File: src/rtl/req_responder_if.sv
// rtl/req_responder_if.sv - req/busy handshake bundle between initiator and responder
interface req_responder_if #(
  parameter int WIDTH = 4
) ();
  logic             req_i;
  logic [WIDTH-1:0] len_i;
  logic             abort_i;
  logic             busy_o;
  logic [WIDTH-1:0] count_o;
  logic             done_o;
  logic             pend_o;
  logic             drop_o;

  modport slave (
    input  req_i, len_i, abort_i,
    output busy_o, count_o, done_o, pend_o, drop_o
  );

  modport master (
    output req_i, len_i, abort_i,
    input  busy_o, count_o, done_o, pend_o, drop_o
  );
endinterface

File: src/rtl/req_responder.sv
// rtl/req_responder.sv - responder: counts one job per req rising edge, one-deep pending slot
module req_responder #(
  parameter int WIDTH = 4
) (
  input  logic            clk_i,
  input  logic            rst_i,
  req_responder_if.slave  bus
);

  typedef enum logic [1:0] {
    S_IDLE = 2'd0,
    S_RUN  = 2'd1,
    S_DONE = 2'd2
  } state_t;

  state_t           state_q, state_d;
  logic             req_q;
  logic [WIDTH-1:0] len_q, len_d;
  logic [WIDTH-1:0] count_q, count_d;
  logic             pend_q, pend_d;
  logic [WIDTH-1:0] pend_len_q, pend_len_d;
  logic             drop_q, drop_d;

  logic             event_w;
  logic             start_go;
  logic [WIDTH-1:0] start_len;

  assign event_w = bus.req_i & ~req_q;

  always_ff @(posedge clk_i or posedge rst_i) begin
    if (rst_i) begin
      state_q    <= S_IDLE;
      req_q      <= 1'b0;
      len_q      <= '0;
      count_q    <= '0;
      pend_q     <= 1'b0;
      pend_len_q <= '0;
      drop_q     <= 1'b0;
    end else begin
      state_q    <= state_d;
      req_q      <= bus.req_i;
      len_q      <= len_d;
      count_q    <= count_d;
      pend_q     <= pend_d;
      pend_len_q <= pend_len_d;
      drop_q     <= drop_d;
    end
  end

  always_comb begin
    state_d    = state_q;
    len_d      = len_q;
    count_d    = count_q;
    pend_d     = pend_q;
    pend_len_d = pend_len_q;
    drop_d     = 1'b0;
    start_go   = 1'b0;
    start_len  = '0;

    case (state_q)
      S_IDLE: begin
        start_go  = event_w;
        start_len = bus.len_i;
      end
      S_RUN: begin
        count_d = count_q + WIDTH'(1);
        if (count_q == len_q - WIDTH'(1)) begin
          state_d = S_DONE;
          count_d = '0;
        end
        if (event_w) begin
          if (!pend_q) begin
            pend_d     = 1'b1;
            pend_len_d = bus.len_i;
          end else begin
            drop_d = 1'b1;
          end
        end
      end
      S_DONE: begin
        state_d = S_IDLE;
        if (pend_q) begin
          // Draining the slot frees it, so a same-edge event refills it.
          start_go   = 1'b1;
          start_len  = pend_len_q;
          pend_d     = event_w;
          pend_len_d = event_w ? bus.len_i : pend_len_q;
        end else begin
          start_go  = event_w;
          start_len = bus.len_i;
        end
      end
      default: state_d = S_IDLE;
    endcase

    if (start_go) begin
      if (start_len != '0) begin
        state_d = S_RUN;
        len_d   = start_len;
        count_d = '0;
      end else begin
        state_d = S_DONE;
      end
    end

    if (bus.abort_i) begin
      state_d = S_IDLE;
      count_d = '0;
      pend_d  = 1'b0;
      drop_d  = 1'b0;
    end
  end

  assign bus.busy_o  = (state_q == S_RUN);
  assign bus.done_o  = (state_q == S_DONE);
  assign bus.count_o = count_q;
  assign bus.pend_o  = pend_q;
  assign bus.drop_o  = drop_q;

endmodule
File: src/flat_wrapper.sv
// flat-port wrapper written by rule: the top's interface ports become plain ports
module req_responder_flat 
#(
  parameter int WIDTH = 4
)
  (clk_i, rst_i, bus_req_i, bus_len_i, bus_abort_i, bus_busy_o, bus_count_o, bus_done_o, bus_pend_o, bus_drop_o);
  req_responder_if #(.WIDTH(WIDTH)) bus_i ();
  input  logic clk_i;
  input  logic rst_i;
  input wire logic [$bits(bus_i.req_i)-1:0] bus_req_i;
  input wire logic [$bits(bus_i.len_i)-1:0] bus_len_i;
  input wire logic [$bits(bus_i.abort_i)-1:0] bus_abort_i;
  output wire logic [$bits(bus_i.busy_o)-1:0] bus_busy_o;
  output wire logic [$bits(bus_i.count_o)-1:0] bus_count_o;
  output wire logic [$bits(bus_i.done_o)-1:0] bus_done_o;
  output wire logic [$bits(bus_i.pend_o)-1:0] bus_pend_o;
  output wire logic [$bits(bus_i.drop_o)-1:0] bus_drop_o;
  assign bus_i.req_i = bus_req_i;
  assign bus_i.len_i = bus_len_i;
  assign bus_i.abort_i = bus_abort_i;
  assign bus_busy_o = bus_i.busy_o;
  assign bus_count_o = bus_i.count_o;
  assign bus_done_o = bus_i.done_o;
  assign bus_pend_o = bus_i.pend_o;
  assign bus_drop_o = bus_i.drop_o;
  req_responder #(.WIDTH(WIDTH)) u_core (.clk_i(clk_i), .rst_i(rst_i), .bus(bus_i));
endmodule
File: config.mk
export PLATFORM = sky130hd
export DESIGN_NAME = req_responder_flat
export DESIGN_NICKNAME = d
export VERILOG_FILES = /design/src/rtl/req_responder_if.sv /design/src/rtl/req_responder.sv /design/src/flat_wrapper.sv
export SDC_FILE = /design/constraint.sdc
export NUM_CORES = 1
export LEC_CHECK = 0
export ABC_AREA = 1
export CORE_MARGIN = 2
export CORE_UTILIZATION = 30
export DETAILED_ROUTE_END_ITERATION = 16
export SETUP_SLACK_MARGIN = 0.2
export SYNTH_ARGS = -nofsm -noshare
export SYNTH_HDL_FRONTEND = slang
export SYNTH_SLANG_ARGS = --single-unit
File: constraint.sdc
create_clock -name clk_i -period 4.2 [get_ports clk_i]
set_input_delay 0.63 -clock clk_i [delete_from_list [all_inputs] [get_ports clk_i]]
set_output_delay 0.63 -clock clk_i [all_outputs]
set_load 0.02 [all_outputs]
# Word-level counts from Yosys, hierarchy flattened
# Cells that the tools add are included.
word_totals:
  wordCells: 54
  reg_bits: 17
  output_inout_bits: 8
classes:
  n_mux: 26
  n_eq_ne: 9
  add_sub_neg: 2
  n_reduce_logical: 8
  bitwise_logic: 2
ops:
  columns: ["operator", "n"]
  rows:
  - ["$mux 4", 9]
  - ["$pmux 4 s2", 2]
  - ["$mux 1", 8]
  - ["$mux 2", 4]
  - ["$ne 2x1->1 const B", 3]
  - ["$ne 3x2->1 const B", 2]
  - ["$reduce_and 2->1", 3]
  - ["$add 4x1->4 const B", 1]
  - ["$eq 4x4->1", 1]
  - ["$ne 4x2->1 const B", 1]
  - ["$pmux 1 s2", 2]
  - ["$pmux 2 s2", 1]
  - ["$reduce_and 4->1", 1]
  - ["$reduce_bool 4->1", 1]
  - ["$sub 4x1->4 const B", 1]
  - ["$reduce_bool 3->1", 1]
  - ["$eq 2x1->1 const B", 1]
  - ["$eq 2x2->1 const B", 1]
  - ["$logic_not 2->1", 1]
  - ["$reduce_bool 2->1", 1]
  - ["$and 1x1->1", 1]
  - ["$not 1->1", 1]

# Longest topological paths before layout
logic_depth:
  word_depth: 7
  mapped_depth: 12

# Worst setup path before layout
# No wires, ideal clock.
synth_path:
  path_kind: "in2reg"
  start: "in bus_req_i"
  end: "reg u_core.count_q[1], in the netlist u_core.bus.count_o[1]"
  setup_slack_ns: 2.729
  setup_time_ns: 0.115
  path_stages: 5
  t_required_ns: 4.085
  t_arrival_ns: 1.356
  path_cell_list: "nand2_1 > o22ai_2 > nand2_8 > nand2_4 > nor2_2"
synth_via:
  elab_chain_len: 5
synth_lines:
  columns: ["element", "line", "rtl"]
  rows:
  - ["from (decl)", "flat_wrapper.sv:10", "input wire logic [$bits(bus_i.req_i)-1:0] bus_req_i;"]
  - ["$and 1x1->1 *", "req_responder.sv:28", "assign event_w = bus.req_i & ~req_q;"]
  - ["$mux 1", "req_responder.sv:82", "if (pend_q) begin"]
  - ["$pmux 1 s2 *", "req_responder.sv:60", "case (state_q)"]
  - ["$mux 4 *", "req_responder.sv:96", "if (start_go) begin"]
  - ["$mux 4 *", "req_responder.sv:106", "if (bus.abort_i) begin"]
  - ["named net u_core.count_d[1]", "req_responder.sv:19", "logic [WIDTH-1:0] count_q, count_d;"]
  - ["to (signal assigned)", "req_responder.sv:43", "count_q <= count_d;"]
  - ["to (decl)", "req_responder.sv:19", null]
# Mark *: on every way through the listed nets, which the timed path passes. The rest lies on a longest branch.
# A chain may end at the register's enable or synchronous reset.

# Worst setup path after layout
layout_path:
  start: "reg u_core.state_q[0]"
  end: "out bus_done_o"
layout_via:
  elab_chain_len: 1
layout_lines:
  columns: ["element", "line", "rtl"]
  rows:
  - ["from (decl)", "req_responder.sv:16", "state_t state_q, state_d;"]
  - ["from (signal assigned)", "req_responder.sv:40", "state_q <= state_d;"]
  - ["$eq 2x2->1", "req_responder.sv:115", "assign bus.done_o = (state_q == S_DONE);"]
  - ["to (decl)", "flat_wrapper.sv:15", "output wire logic [$bits(bus_i.done_o)-1:0] bus_done_o;"]
# Every way passes these cells.

==> summary.md <==
| Metric | Value |
|---|---|
| Run status | finished clean |
| Final ANT Viol Nets | 0 |
| Layout Area Growth over Synthesis | 21.5% |
| Die outline area | just over 0.004 mm2 |
| Count of input and output buffers | 15 |
| Largest fanout on the critical path | 10 |
| Number of levels the H-tree was split into | 1 |
| Number of storage elements in the synthesis netlist | 17 |
| Type of destination of the critical path | output pin |
| Hold Fails Final Rpt | 0 |
| Root Driver | clkbuf_4 |
| Startpoint of the lowest-slack hold path | u_core.len_q[3] |
| Post-layout net count | about 180 |
| Dominant delay contributor by cell family on the critical path | buffers and inverters |
| Post-synthesis instance area | between 0.001 and 0.0015 mm2 |
| Clock-pin slew reported for the worst setup and hold paths after clock tree synthesis | 0.10 ns |
| Average footprint of a synthesized cell | about 7.5 um2 |
| Routability cong. | 0.818 |
| Largest buffer count on any clock path | 2 |
| Clock tree from TritonCTS | built |
| Iteration-0 DRC count of the detailed router | 33 |
| Core footprint | ~0.0034 mm2 |
| Total clock buffers created by CTS | 3 |
| Worst endpoint data arrival time | 1.67 ns |
| Peak VDD IR | about 130 uV |
| Initial core utilization | 0.318 |
| Buffer count from post-CTS setup fixing | 0 |
| Maximum cell stage delay along the critical path | approximately 0.61 ns |
| Worst clock skew | ~0.0038 ns |
| Via count of the first global-routing pass | slightly above 900 |
| Drc violations | 0 |
| Final min period | about 2.3 ns |
| Largest net degree at the start of global routing | 18 |
| Height of the die | approximately 64 um |
| Number of gates resized after CTS | 0 |
| Main synth FF type | dfrtp_1 |
| Tightest slew margin relative to the limit | 0.568 |
| List of most frequent post-synthesis cells | nand2_1, dfrtp_1, nand3_1, inv_1, nor2_1 |
| Highest attainable clock frequency | roughly 430 MHz |
| Slew of the pin with the lowest slew margin | 0.647 ns |
| Number of top-level pins | 16 |
| Most common cell in the synthesized netlist | nand2_1 |
| Clk_lat worst skew | 0.29 ns |
| Startpoint type of the worst setup path | register |
| Cell taking the most area after synthesis | dfrtp_1 |
| Cell leakage power | between 0.0006 and 0.0007 uW |
| Global-route wire length before repair | between 4000 and 5000 um |
| Number of max-capacitance violations reported | 0 |
| HPWL after detailed placement | 1750 um |
| Detailed-router iteration count before antenna repair | 4 |
| Aggregate global routing overflow | 0 |
| Final cycle utilization of the critical path | 0.548 |
| Synth area leaders | dfrtp_1, nand2_1, nand3_1 |
| Global routing usage summed across all routing layers | 0.124 |
| Startpoint of the most critical setup path | u_core.state_q[0] |
| Final count of pins violating max slew | 0 |
| Slowest cell on crit path | clkdlybuf4s50_1 |
| Antenna violations before repair | 0 |
| Routed len/inst | ~10 um |
| Share of post-route cells with drive strength above 1 | 0.159 |
| Post-synthesis sequential area ratio | 0.391 |
| # rows | 21 |
| Hold/Removal Path Class | register to register |
| Net count after synthesis | about 160 |
| Final setup TNS | 0 ns |
| Bufs and invs on worst path | 3 |
| Number of hold-repair buffers added at the cts stage | 0 |
| Setup repair after global routing missed its margin | no |
| Overall via count from detail_route | 946 |
| Power Total | roughly 480 uW |
| Via-to-Cell Ratio | 4.50 |
| Power per Cell Area | 365 mW/mm2 |
| Die width | about 64 um |
| Final count of negative-setup-slack endpoints | 0 |
| Number of clock sinks seen by CTS | 17 |
| Synthesis warning total | 0 |
| Count of flip-flops with a built-in enable after synthesis | 0 |
| Crit-path cells | inv_2, nand2_4, inv_4, clkdlybuf4s50_1 |
| Required time worst endpoint | between 3 and 4 ns |
| Critical Setup Path Class | register to output pin |
| Share of flip-flops with an asynchronous set or reset after synthesis | 1.00 |
| Worst r2r src | u_core.len_q[0] |
| Antenna diode instance count | 0 |
| Area share of the largest cell type after synthesis | 0.391 |
| Routed wire length | between 2000 and 2500 um |
| Final cell utilization of the core | 0.387 |
| Cells after Synth | 145 |
| Count of different cell masters after synthesis | 25 |
==> worst reg2reg max path, delay by kind of cell (launching register included) <==
kind                     cells  cell delay, ns
flip-flops                   1            0.43
adder cells (fa/ha/maj)      1            0.30
buffers and inverters        1            0.06
XOR/XNOR                     1            0.13
AND/OR/NAND/NOR              6            0.54
==> power breakdown <==
group	switching, uW	leakage (uW)	internal (uW)
Sequential	26.0	0.000217	197
Clock	49.8	0.0000150	36.9
Combinational	102	0.000410	70.9
==> stage by stage <==
stage	area (um2)	hold WS, ns	setup WS (ns)	instances
after floorplan	1090	0.462	2.73	145
after global routing	1320	0.566	1.82	210
after detailed placement	1290	0.508	2.14	206
after CTS	1320	0.533	1.89	210
after global placement	1290	0.501	2.18	206
final	1320	0.519	1.90	210
==> metal layers <==
| metal | track usage | up-vias | share of wire |
|---|---|---|---|
| met5 | 0 | - | 0 |
| li1 | - | 499 | - |
| met1 | 0.164 | 424 | 0.48 |
| met2 | 0.202 | 18 | 0.46 |
| met3 | 0.0158 | 5 | 0.035 |
| met4 | 0.0559 | 0 | 0.020 |
==> cell usage in the layout (no fill, tap or decap), types with 4 or more instances in the layout <==
| master | instances |
|---|---|
| nand2_1 | 57 |
| dfrtp_1 | 17 |
| clkdlybuf4s50_1 | 15 |
| nand3_1 | 12 |
| inv_1 | 11 |
| nor2_1 | 7 |
| inv_2 | 5 |
| nor2_4 | 4 |
| nor2_2 | 4 |
| a31oi_1 | 4 |
==> final cells by class <==
class / count / area [um2]
clock buffer: 4 / 26.3
fill: 366 / 2090
inverter: 17 / 66.3
multi-input combinational: 111 / 596
sequential: 17 / 425
tap: 46 / 57.6
timing repair buffer: 15 / 150
==> registers in the layout (all words and copies together) (netlist names) <==
name,cells
u_core.state_q,2
u_core.bus.pend_o,1
u_core.req_q,1
u_core.bus.drop_o,1
u_core.bus.count_o,4
u_core.len_q,4
u_core.pend_len_q,4
==> path summary, 6_finish.rpt <==
| check | endpoint | depth (start not counted) | slack (ns) |
|---|---|---|---|
| min | u_core.len_q[3] | 2 | 0.52 |
| max in group asynchronous | u_core.bus.count_o[0] | 2 | 3.07 |
| max | bus_done_o | 4 | 1.90 |
| max reg2reg | u_core.state_q[1] | 9 | 2.68 |
| min in group asynchronous | u_core.pend_len_q[3] | 2 | 0.71 |
| min reg2reg | u_core.len_q[3] | 2 | 0.52 |
==> cells by family (layout without fill, tap and decap cells) <==
group	count (synthesis)	after routing	share of synthesized area
XOR/XNOR	4	4	0.0322
adder cells (fa/ha/maj)	2	2	0.0230
buffers and inverters	17	36	0.0610
flip-flops	17	17	0.391
AND/OR/NAND/NOR	94	94	0.427
AO/OA/AOI/OAI	11	11	0.0656
No activity file was read; power rests on OpenSTA's default activity.
